--- src/rtl/matmul_issue_scheduler.sv ---
// Issue scheduler for one NxN matrix multiply on a shared pipelined MAC.
// Walks (i,j,k) one tuple per cycle and tracks completions through a tag pipe.
module matmul_issue_scheduler #(
    parameter int N        = 3,
    parameter int PIPE_LAT = 3,
    parameter int IDX_W    = 2,
    parameter int ADDR_W   = 4
) (
    input  logic              clk,
    input  logic              rst,
    input  logic              start,
    input  logic              stall,
    output logic              busy,
    output logic              issue_vld,
    output logic [ADDR_W-1:0] a_addr,
    output logic [ADDR_W-1:0] b_addr,
    output logic              acc_clr,
    output logic              c_we,
    output logic [ADDR_W-1:0] c_addr,
    output logic              done,
    output logic [15:0]       stall_cnt
);

    localparam int TAG_AW = PIPE_LAT * ADDR_W;

    typedef enum logic [1:0] {
        S_IDLE,
        S_ISSUE,
        S_DRAIN,
        S_DONE
    } state_t;

    state_t                          state_q, state_d;
    logic [IDX_W-1:0]                i_q, i_d, j_q, j_d, k_q, k_d;
    logic                            busy_q, busy_d;
    logic                            issue_vld_q, issue_vld_d;
    logic                            done_q, done_d;
    logic [15:0]                     stall_cnt_q, stall_cnt_d;
    logic [PIPE_LAT-1:0]             tag_vld_q, tag_vld_d;
    logic [PIPE_LAT-1:0]             tag_last_q, tag_last_d;
    logic [PIPE_LAT-1:0][ADDR_W-1:0] tag_addr_q, tag_addr_d;

    logic              accept;
    logic              k_wrap, j_wrap, i_wrap;
    logic [ADDR_W-1:0] ik_addr, kj_addr, ij_addr;

    always_comb begin
        accept  = (state_q == S_ISSUE) && !stall;
        k_wrap  = (k_q == IDX_W'(N - 1));
        j_wrap  = (j_q == IDX_W'(N - 1));
        i_wrap  = (i_q == IDX_W'(N - 1));
        ik_addr = ADDR_W'(i_q) * ADDR_W'(N) + ADDR_W'(k_q);
        kj_addr = ADDR_W'(k_q) * ADDR_W'(N) + ADDR_W'(j_q);
        ij_addr = ADDR_W'(i_q) * ADDR_W'(N) + ADDR_W'(j_q);
    end

    // Tag pipe mirrors the MAC: frozen by stall, otherwise shifts in the accepted issue or a bubble.
    always_comb begin
        tag_vld_d  = tag_vld_q;
        tag_last_d = tag_last_q;
        tag_addr_d = tag_addr_q;
        if (!stall) begin
            tag_vld_d  = (tag_vld_q << 1) | PIPE_LAT'(accept);
            tag_last_d = (tag_last_q << 1) | PIPE_LAT'(accept & k_wrap);
            tag_addr_d = (tag_addr_q << ADDR_W) | TAG_AW'(accept ? ij_addr : '0);
        end
    end

    always_comb begin
        state_d     = state_q;
        i_d         = i_q;
        j_d         = j_q;
        k_d         = k_q;
        busy_d      = busy_q;
        issue_vld_d = issue_vld_q;
        done_d      = 1'b0;
        stall_cnt_d = stall_cnt_q;
        if (busy_q && stall && (stall_cnt_q != 16'hFFFF)) begin
            stall_cnt_d = stall_cnt_q + 16'd1;
        end

        case (state_q)
            S_IDLE: begin
                if (start) begin
                    state_d     = S_ISSUE;
                    busy_d      = 1'b1;
                    issue_vld_d = 1'b1;
                    i_d         = '0;
                    j_d         = '0;
                    k_d         = '0;
                    stall_cnt_d = '0;
                end
            end
            S_ISSUE: begin
                if (accept) begin
                    k_d = k_wrap ? '0 : k_q + IDX_W'(1);
                    if (k_wrap) begin
                        j_d = j_wrap ? '0 : j_q + IDX_W'(1);
                        if (j_wrap) begin
                            i_d = i_wrap ? '0 : i_q + IDX_W'(1);
                            if (i_wrap) begin
                                state_d     = S_DRAIN;
                                issue_vld_d = 1'b0;
                            end
                        end
                    end
                end
            end
            S_DRAIN: begin
                if (!stall && (tag_vld_d == '0)) begin
                    state_d = S_DONE;
                    busy_d  = 1'b0;
                    done_d  = 1'b1;
                end
            end
            S_DONE: begin
                state_d = S_IDLE;
            end
            default: begin
                state_d = S_IDLE;
            end
        endcase
    end

    always_ff @(posedge clk) begin
        if (rst) begin
            state_q     <= S_IDLE;
            i_q         <= '0;
            j_q         <= '0;
            k_q         <= '0;
            busy_q      <= 1'b0;
            issue_vld_q <= 1'b0;
            done_q      <= 1'b0;
            stall_cnt_q <= '0;
            tag_vld_q   <= '0;
            tag_last_q  <= '0;
            tag_addr_q  <= '0;
        end else begin
            state_q     <= state_d;
            i_q         <= i_d;
            j_q         <= j_d;
            k_q         <= k_d;
            busy_q      <= busy_d;
            issue_vld_q <= issue_vld_d;
            done_q      <= done_d;
            stall_cnt_q <= stall_cnt_d;
            tag_vld_q   <= tag_vld_d;
            tag_last_q  <= tag_last_d;
            tag_addr_q  <= tag_addr_d;
        end
    end

    always_comb begin
        busy      = busy_q;
        issue_vld = issue_vld_q;
        a_addr    = issue_vld_q ? ik_addr : '0;
        b_addr    = issue_vld_q ? kj_addr : '0;
        acc_clr   = issue_vld_q && (k_q == '0);
        done      = done_q;
        stall_cnt = stall_cnt_q;
        c_we      = tag_vld_q[PIPE_LAT-1] & tag_last_q[PIPE_LAT-1] & !stall;
        c_addr    = c_we ? tag_addr_q[PIPE_LAT-1] : '0;
    end

endmodule

--- config.mk ---
export PLATFORM = sky130hd
export DESIGN_NAME = matmul_issue_scheduler
export DESIGN_NICKNAME = d
export VERILOG_FILES = /design/src/rtl/matmul_issue_scheduler.sv
export SDC_FILE = /design/constraint.sdc
export NUM_CORES = 1
export LEC_CHECK = 0
export ABC_AREA = 0
export CAP_MARGIN = 15
export CORE_MARGIN = 2
export CORE_UTILIZATION = 25
export CTS_BUF_LIST = sky130_fd_sc_hd__clkbuf_8 sky130_fd_sc_hd__clkbuf_16
export DETAILED_ROUTE_END_ITERATION = 10
export DONT_BUFFER_PORTS = 1
export GPL_ROUTABILITY_DRIVEN = 0
export GPL_TIMING_DRIVEN = 0
export PLACE_DENSITY = 0.36
export SLEW_MARGIN = 30
export SYNTH_ARGS = -nofsm -noshare
export SYNTH_HDL_FRONTEND = slang
export SYNTH_SLANG_ARGS = --single-unit
export TNS_END_PERCENT = 50
--- constraint.sdc ---
create_clock -name clk -period 1.85 [get_ports clk]
set_clock_uncertainty 0.2 [all_clocks]
set_input_delay 0.185 -clock clk [delete_from_list [all_inputs] [get_ports clk]]
set_output_delay 0.185 -clock clk [all_outputs]
set_load 0.005 [all_outputs]
==> metrics <==
outcome complete, but fails checks; failing checks negative hold slack, negative setup slack; post-route worst setup slack -0.488 ns; routed wire length approximately 6400 µm; CTS tree done; Lkg Pwr between 1 and 1.5 nW; Worst EP required 1.46 ns; sw frac 0.323; chip height around 100 µm; Crit. End Element primary output; Switch Pwr just over 0.0009 W; Residual DRC 0; Synth cell types 43; clock power share 0.312; GRT Resource Usage Total 0.119; Slew headroom 0.528; share of Yosys cell area claimed by the top area cell type 0.358; Mean Syn Cell Area between 8 and 9 µm²; Site Rows 36; worst slack at placement -0.481 ns; Final Hold Slack -0.00307 ns; Synth Flop Type dfxtp_1; Slew Limit Fails 0; critical path arrival about 2 ns; vias ~2000; chip width about 100 µm; Antenna Cells 0; H-Tree Depth 2; initial antenna violation count 0; CP Max Fanout 2; nets@finish 331; sequential area share after synthesis 0.358; reg-to-reg endpoint tag_addr_q[1]$_SDFFE_PP0N_; initial core utilization 0.258; number of port buffers 0; Worst-Margin Slew just over 0.7 ns; Cells after DPL about 420; Reg clk slew, reported paths ~0.1 ns; Die Footprint around 0.011 mm²; unrepaired setup endpoints after global routing yes; asr flop ratio synth 0; ratio of cells with drive above 1 in the final layout 0.266; vias in the first global route between 1500 and 2000; final instance count without filler cells between 400 and 500; Fin Setup TNS -1.69 ns; syn_nets slightly above 300; worst skew pair latency around 0.31 ns; Final min period around 2.3 ns; CTS sink cnt 45; Critical Path Source j_q[1]$_SDFFE_PP0P_; TritonCTS Buffers 5; wire per inst between 10 and 15 µm; post-DP HPWL between 4000 and 5000 µm; Yosys reg bits 45; Max Cap Viol 0; Initial DRT Pass Iterations 4; Hold Crit Class in -> reg; Post-synth EDFFs 0; Combinational Power Share 0.293; root buffer cell clkbuf_8; worst r2r src i_q[0]$_SDFFE_PP0P_; final hold viol count 1; first-pass GRT wire length roughly 11000 µm; Vias/cell between 4 and 5; Post-Syn Instances between 200 and 300; cell area power density 872 mW/mm²; Startpoint Class flop; period utilization 1.26; CP endpoint b_addr[2]; Max Freq ~430 MHz; top cells by area, synth dfxtp_1 36%, ha_1 9.4%, mux2i_1 6.8%; largest net degree at the start of global routing 16; yosys warns 0; Congestion Overflow GR 0; First DRT Iteration DRCs between 70 and 80; maximum VDD drop about 0.0004 V; final setup fails 8; internal power 0.00190 W; R2R depth 8; area grow syn2layout 27.7%; Reg2Reg Setup Slack -0.06 ns; I/O Pins 37; Reg power frac 0.395; Cell Area, Synth about 0.0025 mm²; top cell type by total area after synthesis dfxtp_1; core area a little under 0.01 mm²; WS Path Type reg -> out; clk buf depth 2; final antenna-violating net count 0
-- worst max-delay path, cell delays in order (launching register included) --
cell	delay (ns)
dfxtp_4	0.36
fa_1	0.54
ha_2	0.17
fa_1	0.40
and2_4	0.17
-- sequential cells by signal (all words and copies together), names as in the netlist --
| name | flops |
|---|---|
| busy | 1 |
| done | 1 |
| i_q | 2 |
| issue_vld | 1 |
| j_q | 2 |
| k_q | 2 |
| stall_cnt | 16 |
| state_q | 2 |
| tag_addr_q | 12 |
| tag_last_q | 3 |
| tag_vld_q | 3 |
-- cell families (layout without fill, tap and decap cells) --
kind of cell / after synthesis / count (layout) / share of synthesized area
buf+inv: 27 / 49 / 0.0457
xor+xnor: 4 / 4 / 0.0139
flops: 45 / 45 / 0.358
compound gates: 58 / 58 / 0.162
mux: 17 / 17 / 0.0676
simple gates: 109 / 109 / 0.227
fa+ha+maj: 23 / 23 / 0.126
-- placed cells by master, fill, tap and decap left out, types with 5 or more instances in the layout --
cell type and n:
dfxtp_1 32, ha_4 7, o21ai_1 5, dfxtp_4 7
a21oi_1 15, buf_4 13, mux2i_1 16, nand2b_1 10
clkbuf_1 6, buf_6 5, ha_1 11, inv_1 7
clkbuf_8 5, nor2_1 28, and2_1 10, dfxtp_2 6
a2111o_1 5, nand3_1 6, nand2_1 22, a22oi_1 7
-- how the worst min path moves through the flow --
| stage | to | from | cells after the start |
|---|---|---|---|
| after floorplan | issue_vld$_SDFFE_PP0P_ | start | 2 |
| after CTS | stall_cnt[3]$_SDFF_PP0_ | start | 3 |
| after global placement | issue_vld$_SDFFE_PP0P_ | start | 2 |
| final | stall_cnt[3]$_SDFF_PP0_ | start | 3 |
| after detailed placement | issue_vld$_SDFFE_PP0P_ | start | 2 |
| after global routing | stall_cnt[2]$_SDFF_PP0_ | start | 3 |
-- cell usage after synthesis, drive strengths merged (6+ instances only) --
cell    number
dfxtp       45
nor2        30
nand2       22
ha          19
mux2i       17
a21oi       16
inv         14
and2        13
nand2b      12
clkbuf       9
o21ai        8
a22oi        7
nand3        6
-- metal layers --
| metal | track usage | up-vias | share of wire |
|---|---|---|---|
| met2 | 0.166 | 34 | 0.42 |
| met3 | 0.0282 | 4 | 0.043 |
| li1 | - | 1056 | - |
| met5 | 0 | - | 0 |
| met1 | 0.180 | 941 | 0.53 |
| met4 | 0.0319 | 0 | 0.0076 |
-- layout make-up --
type | count | area [µm²]
clock inverter | 2 | 38.8
fill | 1048 | 6560
timing repair buffer | 15 | 126
inverter | 14 | 60.1
buffer | 12 | 72.6
clock buffer | 6 | 93.8
multi-input combinational | 211 | 1720
sequential | 45 | 935
tap | 133 | 166
-- through the flow --
step	power [W]	area, µm²	utilization
after floorplan	0.00154	2540	-
after global placement	0.00170	2710	0.277
after detailed placement	0.00169	2710	0.277
after CTS	0.00268	3080	0.315
after global routing	0.00299	3210	0.329
final	0.00280	3210	0.329
-- power by group through the flow --
stage	Sequential, W	Combinational (W)	Clock, W
floorplan	0.00109	0.000443	0
global placement	0.00112	0.000575	0
detailed placement	0.00112	0.000566	0
CTS	0.00110	0.000676	0.000907
global route	0.00113	0.000910	0.000953
finish	0.00111	0.000822	0.000876
-- timing repair --
item,4_1_cts,5_1_grt
pin swaps,11,14
hold buffers,1,0
setup endpoints to repair,32,27
resized for setup,48,27
endpoints found under the hold margin,8,0
setup buffers,10,5
(Power assumes the default switching activity.)
